`src/rtl/uart_rx_fifo.sv`:
```
// rtl/uart_rx_fifo.sv - oversampling UART receiver with 3-sample majority vote and show-ahead RX word FIFO
//  Ports: clk, rst (async active-low); rx serial input (idle high); pen/peven frame parity setup;
//  rd_en pops the head word; ovr_clr clears the sticky overrun; dout/perr/ferr show the head entry;
//  dout_valid = FIFO not empty; brk pulses on a break push; overrun sticky; busy = frame in progress.
module uart_rx_fifo #(
    parameter int CLK_FREQ_HZ = 100000000,
    parameter int BAUDRATE    = 9600,
    parameter int OVERSAMPLE  = 16,
    parameter int DATA_BITS   = 8,
    parameter int STOP_BITS   = 1,
    parameter int FIFO_DEPTH  = 4
) (
    input  logic                 clk,
    input  logic                 rst,
    input  logic                 rx,
    input  logic                 pen,
    input  logic                 peven,
    input  logic                 rd_en,
    input  logic                 ovr_clr,
    output logic [DATA_BITS-1:0] dout,
    output logic                 dout_valid,
    output logic                 perr,
    output logic                 ferr,
    output logic                 brk,
    output logic                 overrun,
    output logic                 busy
);
    localparam int BAUD_TICKS = BAUDRATE * OVERSAMPLE;
    localparam int DIV_RAW    = (CLK_FREQ_HZ + BAUD_TICKS / 2) / BAUD_TICKS;
    localparam int DIV        = (DIV_RAW < 1) ? 1 : DIV_RAW;
    localparam int TCW        = (DIV > 1) ? $clog2(DIV) : 1;
    localparam int SCW        = $clog2(OVERSAMPLE);
    localparam int BCW        = $clog2(DATA_BITS + 1);
    localparam int PW         = $clog2(FIFO_DEPTH);
    localparam int CW         = PW + 1;
    localparam int EW         = DATA_BITS + 2;

    typedef enum logic [2:0] {
        S_IDLE, S_START, S_DATA, S_PARITY, S_STOP, S_WAIT_HIGH
    } state_t;

    state_t state, state_n;

    logic [1:0]           sync;
    logic                 rx_s;
    logic [TCW-1:0]       tick_cnt;
    logic                 tick;
    logic [SCW-1:0]       sample_cnt;
    logic                 v0, v1, vote, decide, start_det;
    logic                 pen_l, peven_l;
    logic [DATA_BITS-1:0] shreg;
    logic [BCW-1:0]       bit_cnt;
    logic                 stop_cnt, last_stop;
    logic                 perr_int, ferr_int, par_bit, first_stop, first_vote;
    logic                 push_req, brk_q;
    logic [EW-1:0]        push_word;

    logic [EW-1:0]        mem [FIFO_DEPTH];
    logic [PW-1:0]        wr_ptr, rd_ptr;
    logic [CW-1:0]        count;
    logic                 full, pop, wr_ok;
    logic [EW-1:0]        head;

    // Two-flop synchroniser, preset to the idle level so reset never looks like a start bit.
    always_ff @(posedge clk or negedge rst) begin
        if (!rst) sync <= 2'b11;
        else      sync <= {sync[0], rx};
    end
    assign rx_s = sync[1];

    assign start_det = (state == S_IDLE) && !rx_s;

    // Tick and sample counters both restart on the start edge so the vote window is centred in each bit.
    assign tick = (tick_cnt == TCW'(DIV - 1));

    always_ff @(posedge clk or negedge rst) begin
        if (!rst) begin
            tick_cnt   <= '0;
            sample_cnt <= '0;
            v0         <= 1'b1;
            v1         <= 1'b1;
        end else if (start_det) begin
            tick_cnt   <= '0;
            sample_cnt <= '0;
        end else begin
            tick_cnt <= tick ? '0 : tick_cnt + TCW'(1);
            if (tick) begin
                sample_cnt <= (sample_cnt == SCW'(OVERSAMPLE - 1)) ? '0 : sample_cnt + SCW'(1);
                if (sample_cnt == SCW'(OVERSAMPLE / 2 - 1)) v0 <= rx_s;
                if (sample_cnt == SCW'(OVERSAMPLE / 2))     v1 <= rx_s;
            end
        end
    end

    // The third sample is the live synchronised value on the deciding tick.
    assign vote       = (v0 & v1) | (v0 & rx_s) | (v1 & rx_s);
    assign decide     = tick && (sample_cnt == SCW'(OVERSAMPLE / 2 + 1));
    assign last_stop  = (stop_cnt == 1'(STOP_BITS - 1));
    assign first_vote = (stop_cnt == 1'b0) ? vote : first_stop;

    always_ff @(posedge clk or negedge rst) begin
        if (!rst) state <= S_IDLE;
        else      state <= state_n;
    end

    always_comb begin
        state_n = state;
        case (state)
            S_IDLE:      if (!rx_s) state_n = S_START;
            S_START:     if (decide) state_n = vote ? S_IDLE : S_DATA;
            S_DATA:      if (decide && bit_cnt == BCW'(DATA_BITS - 1))
                             state_n = pen_l ? S_PARITY : S_STOP;
            S_PARITY:    if (decide) state_n = S_STOP;
            S_STOP:      if (decide && last_stop)
                             state_n = (ferr_int || !vote) ? S_WAIT_HIGH : S_IDLE;
            S_WAIT_HIGH: if (rx_s) state_n = S_IDLE;
            default:     state_n = S_IDLE;
        endcase
    end

    assign busy = (state == S_START) || (state == S_DATA) ||
                  (state == S_PARITY) || (state == S_STOP);

    // Frame datapath; the completed word is registered and pushed one clock after the last stop vote.
    always_ff @(posedge clk or negedge rst) begin
        if (!rst) begin
            pen_l      <= 1'b0;
            peven_l    <= 1'b0;
            shreg      <= '0;
            bit_cnt    <= '0;
            stop_cnt   <= 1'b0;
            perr_int   <= 1'b0;
            ferr_int   <= 1'b0;
            par_bit    <= 1'b0;
            first_stop <= 1'b1;
            push_req   <= 1'b0;
            push_word  <= '0;
            brk_q      <= 1'b0;
        end else begin
            push_req <= 1'b0;
            brk_q    <= 1'b0;
            if (start_det) begin
                pen_l      <= pen;
                peven_l    <= peven;
                bit_cnt    <= '0;
                stop_cnt   <= 1'b0;
                perr_int   <= 1'b0;
                ferr_int   <= 1'b0;
                par_bit    <= 1'b0;
                first_stop <= 1'b1;
            end else if (decide) begin
                case (state)
                    S_DATA: begin
                        shreg   <= {vote, shreg[DATA_BITS-1:1]};
                        bit_cnt <= bit_cnt + BCW'(1);
                    end
                    S_PARITY: begin
                        par_bit  <= vote;
                        perr_int <= (^shreg) ^ vote ^ ~peven_l;
                    end
                    S_STOP: begin
                        if (stop_cnt == 1'b0) first_stop <= vote;
                        if (!vote) ferr_int <= 1'b1;
                        stop_cnt <= stop_cnt + 1'b1;
                        if (last_stop) begin
                            push_req  <= 1'b1;
                            push_word <= {shreg, perr_int & pen_l, ferr_int | ~vote};
                            brk_q     <= (shreg == '0) && (!pen_l || !par_bit) && !first_vote;
                        end
                    end
                    default: ;
                endcase
            end
        end
    end

    assign brk = brk_q;

    // When full, a push is still accepted if the head is popped in the same cycle: wr_ptr equals
    // rd_ptr then, so the new word lands in the slot being vacated.
    assign full  = (count == CW'(FIFO_DEPTH));
    assign pop   = rd_en && dout_valid;
    assign wr_ok = push_req && (!full || pop);

    always_ff @(posedge clk) begin
        if (wr_ok) mem[wr_ptr] <= push_word;
    end

    always_ff @(posedge clk or negedge rst) begin
        if (!rst) begin
            wr_ptr  <= '0;
            rd_ptr  <= '0;
            count   <= '0;
            overrun <= 1'b0;
        end else begin
            if (wr_ok) wr_ptr <= wr_ptr + PW'(1);
            if (pop)   rd_ptr <= rd_ptr + PW'(1);
            if (wr_ok && !pop)      count <= count + CW'(1);
            else if (!wr_ok && pop) count <= count - CW'(1);
            if (push_req && full && !pop) overrun <= 1'b1;
            else if (ovr_clr)             overrun <= 1'b0;
        end
    end

    assign dout_valid = (count != '0);
    assign head       = mem[rd_ptr];
    assign dout       = dout_valid ? head[EW-1:2] : '0;
    assign perr       = dout_valid & head[1];
    assign ferr       = dout_valid & head[0];

endmodule

```
`config.mk`:
```
export PLATFORM = sky130hd
export DESIGN_NAME = uart_rx_fifo
export DESIGN_NICKNAME = d
export VERILOG_FILES = /design/src/rtl/uart_rx_fifo.sv
export SDC_FILE = /design/constraint.sdc
export NUM_CORES = 1
export LEC_CHECK = 0
export BUFFER_PORTS_ARGS = -buffer_cell sky130_fd_sc_hd__buf_4
export CAP_MARGIN = 20
export CORE_ASPECT_RATIO = 1.2
export CORE_MARGIN = 2
export CORE_UTILIZATION = 45
export DETAILED_ROUTE_END_ITERATION = 6
export PLACE_DENSITY_LB_ADDON = 0.3
export SLEW_MARGIN = 20
export SYNTH_ARGS = -nofsm -noshare
export SYNTH_HDL_FRONTEND = slang
export SYNTH_SLANG_ARGS = --single-unit
```
`constraint.sdc`:
```
create_clock -name clk -period 4.7 [get_ports clk]
set_clock_uncertainty 0.1 [all_clocks]
set_input_delay 0.235 -clock clk [delete_from_list [all_inputs] [get_ports clk]]
set_output_delay 0.235 -clock clk [all_outputs]
set_load 0.005 [all_outputs]
```
* Yosys cells after proc, flatten, opt, wreduce, memory -nomap -nowiden *
Memories as Yosys holds them, arrays and structs flattened.
Cells that the tools add are included.

operators by class
  muxes and demuxes = 50
  $add $sub $neg = 8
  multiply operators = 0
  $lt $le $gt $ge = 0
  equal/unequal tests = 19
  shift operators = 0
  bitwise operators = 15
  divide/modulo/power cells = 0
  reductions and logical operators = 46

operator list
  operator                                        count
  two-way mux 3 bit                               10
  two-way mux 1 bit                               29
  two-way mux 4 bit                               6
  two-way mux 10 bit                              2
  case mux 3 bit (6 select lines)                 1
  nonzero test 2 bit                              7
  == test 4 bit (second input constant)           3
  logical AND 1 bit                               12
  != test 2 bit (second input constant)           6
  AND reduction 3 bit                             4
  adder 10 x 1 -> 10 bit (second input constant)  1
  == test 10 bit (second input constant)          1
  == test 3 bit (second input constant)           3
  adder 4 x 1 -> 4 bit (second input constant)    2
  == test 4 x 3 -> 1 bit (second input constant)  2
  logical NOT 1 bit                               8
  logical NOT 8 bit                               1
  two-way mux 8 bit                               1
  XOR reduction 8 bit                             1
  AND 1 bit                                       6
  == test 3 x 2 -> 1 bit (second input constant)  2
  logical OR 1 bit                                6
  AND reduction 2 bit                             3
  AND reduction 6 bit                             1
  other kinds (13)                                20

storage, ports and cells
  output and inout bits = 14
  input port bits = 7
  memories = 1
  bits in writable memories = 40
  ROM bits = 0
  register bits = 60
  latch bits = 0

memories
  memory  depth  width  rd ports  clocked after memory_dff  wr ports  line  RTL
  mem     4      10     1         0                         1         58    logic [EW-1:0] mem [FIFO_DEPTH];

* Depth between registers and ports, before layout *
Gate-level depths: netlist (run 1).

  word-level depth = 10
  mapped depth = 10

* Least setup slack after synthesis (run 1) *
No wires, ideal clock.

  path type = reg-to-reg
  start = reg tick_cnt[5]
  end = reg shreg[7]
  setup slack = 2267 ps
  required time = 4465 ps
  arrival = 2198 ps
  buffers on the path = 3
  stages on the path, launching flop included = 9
  path through = dfrtp_1 or4b_4 or4_1 buf_2 or2_1 buf_6 buf_6 nand2_2 o21ai_2

on the way
  cells in the longest elaborated chain, start to end = 3

ends and longest elaborated chain
  item                           line  RTL
  from (decl)                    46    logic [TCW-1:0] tick_cnt;
  from (signal assigned)         86    tick_cnt <= tick ? '0 : tick_cnt + TCW'(1);
  == test 10 bit                 74    assign tick = (tick_cnt == TCW'(DIV - 1));
  logical AND 1 bit              97    assign decide = tick && (sample_cnt == SCW'(OVERSAMPLE / 2 + 1));
  AND reduction 3 bit (no line)  -
  to (signal assigned)           154   shreg <= {vote, shreg[DATA_BITS-1:1]};
  to (decl)                      51    logic [DATA_BITS-1:0] shreg;

No other way between the ends.
A chain may end at the register's enable or synchronous reset.

* Worst setup path after layout (run 1) *
  start = reg tick_cnt[5]
  end = reg bit_cnt[2]

on the way
  cells in the longest elaborated chain, start to end = 4

ends and longest elaborated chain
  item                           line  RTL
  == test 10 bit                 74
  logical AND 1 bit              97
  nonzero test 2 bit (no line)   -
  AND reduction 2 bit (no line)  -
  to (signal assigned)           155   bit_cnt <= bit_cnt + BCW'(1);
  to (decl)                      52    logic [BCW-1:0] bit_cnt;

No other way between the ends.

==> results of run 1 <==
[routing by layer]
layer / GRT usage, % / part of all wire (%) / up-vias
met2: 25.8 / 51 / 35
met1: 18.5 / 44 / 1277
li1: - / - / 1280
met3: 3.33 / 2.7 / 12
met4: 6.38 / 2.4 / 0
met5: 0 / 0 / -
[kinds of logic (layout without fill, tap and decap cells)]
group           Yosys count  in the layout  share of synthesized area (%)
xor+xnor                 22             22                           4.34
compound gates           46             46                           6.60
simple gates            116            116                           13.5
buf+inv                  36             61                           3.41
mux                      17             17                           6.74
fa+ha+maj                17             17                           4.91
flops                    99             99                           60.5
[what timing repair did]
item,4_1_cts,5_1_grt
hold buffers,5,0
endpoints found under the setup margin,0,0
gates resized for setup,0,0
endpoints found under the hold margin,59,0
[power groups by stage]
stage	clock network [mW]	logic (mW)	registers, mW
global route	0.724	0.0228	0.898
finish	0.678	0.0197	0.898
floorplan	0	0.00339	0.914
CTS	0.695	0.0207	0.898
detailed placement	0	0.0174	0.916
global placement	0	0.0173	0.916
[cell type report]
type	instances	area share (%)
Timing Repair Buffer	26	4.15
Multi-Input combinational cell	218	32.2
Tap cell	123	3.08
Clock buffer	9	4.50
Inverter	20	1.50
Clock inverter	6	0.951
Sequential cell	99	53.7
[stage by stage]
step | instance area (sq um) | std cells
finish | 5000 | 501
global route | 5000 | 501
CTS | 5000 | 501
detailed placement | 4680 | 481
global placement | 4680 | 481
floorplan | 4440 | 353
[Yosys cell counts (all sizes together), types with 2 or more instances]
| cell type | number |
|---|---|
| mux2 | 3 |
| nand2 | 35 |
| nand2b | 2 |
| nand3 | 6 |
| clkbuf | 12 |
| a21oi | 9 |
| dfrtp | 55 |
| or3 | 2 |
| edfxtp | 40 |
| buf | 4 |
| dfstp | 4 |
| mux4 | 10 |
| and2 | 15 |
| nand3b | 4 |
| xnor2 | 15 |
| ha | 15 |
| nor3 | 5 |
| nor2 | 25 |
| o21ai | 27 |
| inv | 20 |
| and3 | 5 |
| nand4 | 2 |
| mux2i | 4 |
| nor4 | 4 |
| nor2b | 2 |
| a31oi | 3 |
| o41ai | 2 |
| xor2 | 7 |
| or3b | 4 |
[state kept, by name (all words and copies together) (netlist names)]
register and count:
mem 40, push_word 10, tick_cnt 10, shreg 8
bit_cnt 4, sample_cnt 4, count 3, state 3
rd_ptr 2, sync 2, wr_ptr 2, brk 1
ferr_int 1, overrun 1, par_bit 1, pen_l 1
perr_int 1, peven_l 1, push_req 1, stop_cnt 1
v0 1, v1 1
[tightest hold or removal path, stage by stage]
cell and delay, ps:
buf_4 120, nand3_1 90, xnor2_1 70
[final timing paths]
kind	depth (start not counted)	slack (ps)	from	end
max	5	1910	tick_cnt[5]	bit_cnt[2]
min	3	110	rd_en	rd_ptr[1]
max in group asynchronous	2	3580	rst	sample_cnt[2]
max reg2reg	5	1910	tick_cnt[5]	bit_cnt[2]
min reg2reg	0	260	sync[0]	sync[1]
min in group asynchronous	2	390	rst	sample_cnt[0]
==> flow_metrics.tcl, run 1 <==
set metrics [dict create \
    place_hpwl_mm 4.92 \
    cp_cell_sequence "or4b_4 -> or4_1 -> or2_1 -> a21oi_1 -> mux2i_1" \
    final_common_cell "dfrtp_1" \
    synthCells 353 \
    h-tree-depth 3 \
    synth.top_cell.area_share_pct 31.0 \
    cp_slowest_cell "or4_1" \
    rsz0062_at_grt "no" \
    core_area_sq_um 9560 \
    rows 39 \
    max_slew.worst_pin.slew_ps 763 \
    wl_mm 7.07 \
    layout.nets 397 \
    synth-edff-count 40 \
    grt_use_total_pct 15.1 \
    fillCellCount 854 \
    die_area_sq_um 10700 \
    async_flop_share_pct 59.6 \
    clockBufferDepth 2 \
    hold_class "input pin to register" \
    status "finished clean" \
    fmax_mhz 359 \
    grt_overflow_total 0 \
    drv_cap 0 \
    vias 2604 \
    ios 21 \
    drt-initial-drc-count 92 \
    slew_violations 0 \
    grt_first_pass_wirelength_mm 12.4 \
    layout_setup_ws_ps 1910 \
    via_per_inst 5.20 \
    place_congestion 0.808 \
    critPathMaxStageDelay_ps 670 \
    p_comb_share_pct 1.2 \
    regArea_sq_um 2680 \
    min_period_over_period_pct 59.3 \
    synth_seq_cells 99 \
    power_mw 1.60 \
    intPower_mw 1.26 \
    yosysUniqueCellTypes 47 \
    antenna_left 0 \
    cts_made_buffers 9 \
    setup.worst_path.class "register to register" \
    hold_viol 0 \
    antenna_found_initial 0 \
    post_cts_buffers 0 \
    synth_area_leader_cell "dfrtp_1" \
    clk_pin_slew_ps 70 \
    multi_input_area_sq_um 1610 \
    synth_flop_cell "dfrtp_1" \
    finalSetupTns_ps 0 \
    cp.arrival_ps 2920 \
    slew_headroom_pct 48.6 \
    syn_area_sq_um 4440 \
    start_util_pct 46.4 \
    hold_slack_ps 107 \
    grt_max_degree 60 \
    drc_errors 0 \
    critPathTopFamily "simple AND/OR/NAND/NOR gates" \
    setup_viol 0 \
    dr.pass1.iters 4 \
    p_leak_nw 2.15 \
    period_needed_ps 2790 \
    fin_util_pct 52.3 \
    grt_pass1_vias 2672 \
    wire_per_inst_um 14.1 \
    cts_tree "yes" \
    cp-end-kind "register" \
    cp_max_fo 19 \
    switching_share_pct 20.8 \
    clock_latency_ps 350 \
    yosysWarnings 0 \
    avgSynthCellArea_sq_um 12.6 \
    worst-path-buf-inv 0 \
    ys_seq_area_share_pct 60.5 \
    syn_to_final_growth_pct 12.7 \
    cts_root_buf "clkbuf_16" \
    syn_nets 376 \
    ys_top_cells_by_area "dfrtp_1 31%, edfxtp_1 27%, mux4_2 5.1%" \
    ir_drop_mv 0.166 \
    place_ws_ps 1920 \
    power_frac_seq_pct 56.3 \
    die_width_um 94.6 \
    drive_above_1_share_pct 18.5 \
    layout_common_cells "55 x dfrtp_1, 40 x edfxtp_1, 34 x nand2_1" \
    p_switching_uw 332 \
    startpoint_type "register" \
    crit_required_ps 4830 \
    io_buffers 20 \
    die_height_um 113 \
    power_density_nw_per_um2 319 \
    clock_power_share_pct 42.5 \
    diodes 0 \
    cts_sinks 99 \
]
Note: power is estimated with default switching activity, not from simulation.
==> run 2: changes to the inputs <==
--- a/config.mk
+++ b/config.mk
@@ -5,6 +5,7 @@
 export SDC_FILE = /design/constraint.sdc
 export NUM_CORES = 1
 export LEC_CHECK = 0
+export ABC_AREA = 1
 export BUFFER_PORTS_ARGS = -buffer_cell sky130_fd_sc_hd__buf_4
 export CAP_MARGIN = 20
 export CORE_ASPECT_RATIO = 1.2
==> constraint.sdc (replaced) <==
create_clock -name clk -period 2.4 [get_ports clk]
set_clock_uncertainty 0.1 [all_clocks]
set_input_delay 0.12 -clock clk [delete_from_list [all_inputs] [get_ports clk]]
set_output_delay 0.12 -clock clk [all_outputs]
set_load 0.005 [all_outputs]
==> run 2 against run 1 <==
Maximum frequency up 28%. Sequential power is 110% higher. Power grew to 2.6 times the previous value. Combinational power increased to 39 times the previous value. Design area up 5.1%. Routed wire length grew 15%. Critical path type unchanged. Clock-buffer cell count is the same. Sequential cell count did not move. Final cell count rose by 26%. Global-route usage grew 0.91 points. Clock power grew 110%. Register-to-register slack got worse by 1700 ps.
==> flow_metrics.tcl, run 2 <==
set metrics [dict create \
    cts_sinks 99 \
    fin_util_pct 52.7 \
    clock_latency_ps 340 \
    ys_top_cells_by_area "dfrtp_1 30%, edfxtp_1 26%, nand2_1 6.6%" \
    synth-edff-count 40 \
    die_area_sq_um 11000 \
    grt_use_total_pct 16.0 \
    cp-end-kind "register" \
    synth_flop_cell "dfrtp_1" \
    synthCells 469 \
    status "finished clean" \
    io_buffers 20 \
    place_hpwl_mm 5.47 \
    period_needed_ps 2170 \
    finalSetupTns_ps 0 \
    layout.nets 524 \
    ios 21 \
    stdcell_area_sq_um 5250 \
    startpoint_type "register" \
    fmax_mhz 460 \
    diodes 0 \
    wl_mm 8.10 \
    grt_first_pass_wirelength_mm 13.6 \
    cp_max_fo 3 \
    drt-initial-drc-count 145 \
    layout_common_cells "81 x nand2_1, 71 x nor2_1, 55 x dfrtp_1" \
    synth-simple-area-share_pct 18.3 \
    dpl.cell_count 610 \
    synth.top_cell.area_share_pct 29.9 \
    antenna_left 0 \
    grt_pass1_vias 3056 \
    synth_area_leader_cell "dfrtp_1" \
    avgSynthCellArea_sq_um 9.80 \
    clk_pin_slew_ps 70 \
    slew_headroom_pct 50.6 \
    setup_viol 0 \
    syn_to_final_growth_pct 14.3 \
    final_common_cell "nand2_1" \
    largestRegisters "mem: 40 flops, push_word: 10 flops, tick_cnt: 10 flops" \
    fin_cells 632 \
    dr.pass1.iters 5 \
    hold_viol 0 \
    largest_reg_flops 40 \
    ir_drop_mv 0.362 \
    start_util_pct 46.2 \
    synth_fa_ha_area_share_pct 4.52 \
    synthXorXnorAreaFrac_pct 2.67 \
    die_width_um 96.3 \
    syn_area_sq_um 4600 \
    grt_max_degree 60 \
    slew_violations 0 \
    drive_above_1_share_pct 14.6 \
    synth_seq_cells 99 \
    yosysWarnings 0 \
    core_area_sq_um 9960 \
    via_per_inst 4.96 \
    cp.arrival_ps 2290 \
    syn_nets 492 \
    yosysMostFrequentCell "nand2_1" \
    hold_class "input pin to register" \
    wire_per_inst_um 12.8 \
    crit_required_ps 2520 \
    synth_common_cells "81 x nand2_1, 71 x nor2_1, 55 x dfrtp_1" \
    synth_top_family_by_area "simple AND/OR/NAND/NOR gates" \
    drc_errors 0 \
    vias 3132 \
    rsz0062_at_grt "no" \
    die_height_um 115 \
    top_register "mem" \
    drv_cap 0 \
    power_mw 4.08 \
    clockBufferDepth 2 \
    setup.worst_path.class "register to register" \
    synth-compound-area-share_pct 9.72 \
    grt_overflow_total 0 \
    antenna_found_initial 0 \
    rows 40 \
    h-tree-depth 3 \
    cts_made_buffers 9 \
    place_congestion 0.800 \
    placed_area_sq_um 4880 \
    cts_root_buf "clkbuf_16" \
    cts_tree "yes" \
    yosysUniqueCellTypes 39 \
    power_density_nw_per_um2 776 \
    ys_seq_area_share_pct 58.4 \
    min_period_over_period_pct 90.5 \
    fillCellCount 901 \
    async_flop_share_pct 59.6 \
    synth_mux_area_share_pct 0.245 \
    p_leak_nw 2.19 \
    max_slew.worst_pin.slew_ps 741 \
]
==> run 2: cell types whose count changed in the layout (fill, tap and decap cells not counted), sizes merged, moves of 12 or more <==
| cell | previous run | this run |
|---|---|---|
| o21ai | 27 | 55 |
| nand2 | 35 | 82 |
| nor2 | 25 | 78 |
| inv | 23 | 58 |
| nand3 | 6 | 18 |
| and2 | 15 | 0 |
==> run 2: worst paths after layout <==
kind	start	to	slack [ps]	cells after the start
min in group asynchronous	rst	tick_cnt[2]	280	2
max in group asynchronous	rst	state[2]	1420	2
hold reg to reg	sync[0]	sync[1]	260	0
hold / removal	rd_en	rd_ptr[0]	140	4
setup reg to reg	count[0]	count[2]	230	11
setup / recovery	count[0]	count[2]	230	11
==> run 2: power breakdown <==
group          internal [mW]  switching, mW  leakage (nW)
clock                  0.813          0.624         0.144
sequential              1.80         0.0668          1.05
combinational          0.350          0.421          1.00
total                   2.96           1.11          2.19
==> run 2: cells by family (layout without fill, tap and decap cells) <==
logic type,count (synthesis),after routing
DFF,99,99
muxes,1,1
adders and majority gates,16,16
AOI/OAI and AO/OA,80,80
and+or+nand+nor,190,190
buffers and inverters,69,106
xor gates and xnor gates,14,14
==> run 2: per-layer routing <==
| metal | wire length (um) | track usage, % | vias up |
|---|---|---|---|
| li1 | - | - | 1592 |
| met1 | 3480 | 18.1 | 1482 |
| met2 | 4260 | 28.6 | 46 |
| met3 | 204 | 3.49 | 12 |
| met4 | 159 | 7.24 | 0 |
| met5 | 0 | 0 | - |
==> run 2: cell type report <==
| cell class | instances | area [sq um] | share of cell area, % |
|---|---|---|---|
| Multi-Input combinational cell | 301 | 1640 | 31.2 |
| Clock buffer | 9 | 225 | 4.29 |
| Clock inverter | 7 | 76.3 | 1.45 |
| Tap cell | 126 | 158 | 3.00 |
| Timing Repair Buffer | 32 | 255 | 4.86 |
| Inverter | 58 | 219 | 4.17 |
| Sequential cell | 99 | 2680 | 51.1 |
==> run 2: what timing repair did <==
action,in CTS,in global routing
endpoints found under the setup margin,0,1
hold endpoints to repair,59,0
buffers inserted,0,0
resized for setup,0,1
hold buffers,6,0
==> run 2: worst max-delay path, stage by stage, from the launching register on <==
cell,delay [ps]
dfrtp_1,420
nor2_1,220
nand2_1,100
inv_1,80
nor2_1,70
inv_1,60
ha_1,140
inv_1,70
fa_1,370
a21oi_1,140
o21ai_0,120
xor2_1,160
==> run 2: per-stage QoR <==
step / setup slack, ps / hold slack [ps]
3_5_place_dp: 227 / 136
3_3_place_gp: 324 / 133
6_report: 228 / 141
2_1_floorplan: 420 / -276
5_1_grt: 15.3 / 166
4_1_cts: 210 / 108
==> run 3: changes to the inputs <==
--- a/config.mk
+++ b/config.mk
@@ -5,13 +5,13 @@
 export SDC_FILE = /design/constraint.sdc
 export NUM_CORES = 1
 export LEC_CHECK = 0
-export ABC_AREA = 1
 export BUFFER_PORTS_ARGS = -buffer_cell sky130_fd_sc_hd__buf_4
 export CAP_MARGIN = 20
 export CORE_ASPECT_RATIO = 1.2
 export CORE_MARGIN = 2
 export CORE_UTILIZATION = 45
 export DETAILED_ROUTE_END_ITERATION = 6
+export GPL_ROUTABILITY_DRIVEN = 0
 export PLACE_DENSITY_LB_ADDON = 0.3
 export SLEW_MARGIN = 20
 export SYNTH_ARGS = -nofsm -noshare
==> run 3 against run 2 <==
Maximum frequency is 7.0% lower. Global-route usage is 0.33 points lower. Clock-buffer cell count is 1 higher. Clock power hardly changed. Sequential cell count stayed put. Core utilization is 1.2 points higher. Register-to-register slack worse by 160 ps. Final cell count is 18% lower. Power is 21% lower. Design area is 1.8% lower. Critical path depth is 5 lower. Sequential power is 6% lower. Largest cell class unchanged.
==> flow_metrics.tcl, run 3 (synthesis gave the netlist of run 1 again) <==
set metrics [dict create \
    hold_slack_ps 256 \
    diodes 0 \
    startpoint "tick_cnt[8]" \
    met3_usage_pct 3.40 \
    grt_overflow_total 0 \
    clockBufferDepth 2 \
    die_height_um 113 \
    period_needed_ps 2340 \
    drt-initial-drc-count 97 \
    power_density_nw_per_um2 625 \
    min-delay-start "sync[0]" \
    max_slew.worst_pin.slew_ps 740 \
    final_common_cell "dfrtp_1" \
    cts_sinks 99 \
    min_period_over_period_pct 97.3 \
    cp_max_fo 18 \
    grt-busiest-layer "met2" \
    regArea_sq_um 2680 \
    layout.nets 411 \
    h-tree-depth 3 \
    status "finished clean" \
    place_hpwl_mm 5.10 \
    ir_drop_mv 0.389 \
    hold_class "register to register" \
    clock_latency_ps 340 \
    startpoint_type "register" \
    grtUsageMet1_pct 20.1 \
    antenna_left 0 \
    ios 21 \
    slew_violations 0 \
    setup.worst_path.class "register to register" \
    cts_root_buf "clkbuf_16" \
    grt_max_degree 60 \
    wl_mm 7.44 \
    clk_pin_slew_ps 70 \
    start_util_pct 46.4 \
    reg2reg_depth 6 \
    vias 2631 \
    setup_viol 0 \
    crit_required_ps 2540 \
    top_register "mem" \
    fmax_mhz 428 \
    hold_viol 0 \
    multi_input_area_sq_um 1620 \
    layout_setup_ws_ps 64.4 \
    layout_common_cells "55 x dfrtp_1, 40 x edfxtp_1, 34 x nand2_1" \
    core_area_sq_um 9560 \
    place_ws_ps 44.7 \
    drc_errors 0 \
    fin_util_pct 54.0 \
    io_buffers 20 \
    slew_headroom_pct 50.7 \
    r2r-start "tick_cnt[8]" \
    via_per_inst 5.10 \
    cts_made_buffers 9 \
    fillCellCount 841 \
    grt_use_total_pct 15.7 \
    cp.arrival_ps 2470 \
    cp-end-kind "register" \
    grt_first_pass_wirelength_mm 13.0 \
    largest_reg_flops 40 \
    die_width_um 94.6 \
    rrSetupSlack_ps 60 \
    drive_above_1_share_pct 22.1 \
    cts_tree "yes" \
    die_area_sq_um 10700 \
    syn_to_final_growth_pct 16.3 \
    drv_cap 0 \
    rows 39 \
    antenna_found_initial 0 \
    r2r-end "bit_cnt[0]" \
    gr-usage-met2_pct 25.7 \
    dr.pass1.iters 4 \
    grt_pass1_vias 2667 \
    cp-endpoint "bit_cnt[0]" \
    p_leak_nw 2.24 \
    largestRegisters "mem: 40 flops, push_word: 10 flops, tick_cnt: 10 flops" \
    wire_per_inst_um 14.4 \
]
[run 3: metal layers]
| metal | up-vias | wire length [um] |
|---|---|---|
| met5 | - | 0 |
| met4 | 0 | 130 |
| met3 | 11 | 182 |
| met2 | 34 | 3820 |
| met1 | 1280 | 3310 |
| li1 | 1306 | - |
[run 3: timing repair]
action,in CTS,in global routing
hold buffers,6,0
gates resized for setup,0,2
hold endpoints to repair,61,0
endpoints found under the setup margin,0,5
buffers inserted,0,3
[run 3: how the worst min path moves through the flow]
stage,end,cells after the start
floorplan,bit_cnt[0],0
global placement,sync[0],1
detailed placement,sync[0],1
CTS,sync[1],0
global route,sync[1],0
finish,sync[1],0
[run 3: area by class of cell]
class                           count  share of cell area (%)
Clock buffer                       10                    4.63
Inverter                           20                    1.45
Clock inverter                      6                    1.16
Sequential cell                    99                    52.0
Timing Repair Buffer               40                    6.35
Tap cell                          123                    2.98
Multi-Input combinational cell    218                    31.4
[run 3: worst max-delay path, cell delays in order (launching register included)]
cell     delay (ps)
dfrtp_1         390
or4b_4          560
or4_4           580
or2_4           290
buf_12          160
nand3_1         100
o21ai_2          60
[run 3: per-stage QoR]
| step | total power, mW | instances | instance area [sq um] | setup TNS [ps] |
|---|---|---|---|---|
| 2_1_floorplan | 1.80 | 353 | 4450 | 0 |
| 3_3_place_gp | 1.83 | 491 | 4770 | 0 |
| 3_5_place_dp | 1.83 | 491 | 4770 | 0 |
| 4_1_cts | 3.26 | 513 | 5130 | 0 |
| 5_1_grt | 3.36 | 516 | 5160 | -2.90 |
| 6_report | 3.23 | 516 | 5160 | 0 |
[run 3: report_power, final]
part / internal (mW) / switching [mW] / total (mW)
clock: 0.763 / 0.665 / 1.43
combinational: 0.0157 / 0.0236 / 0.0393
sequential: 1.75 / 0.00387 / 1.76
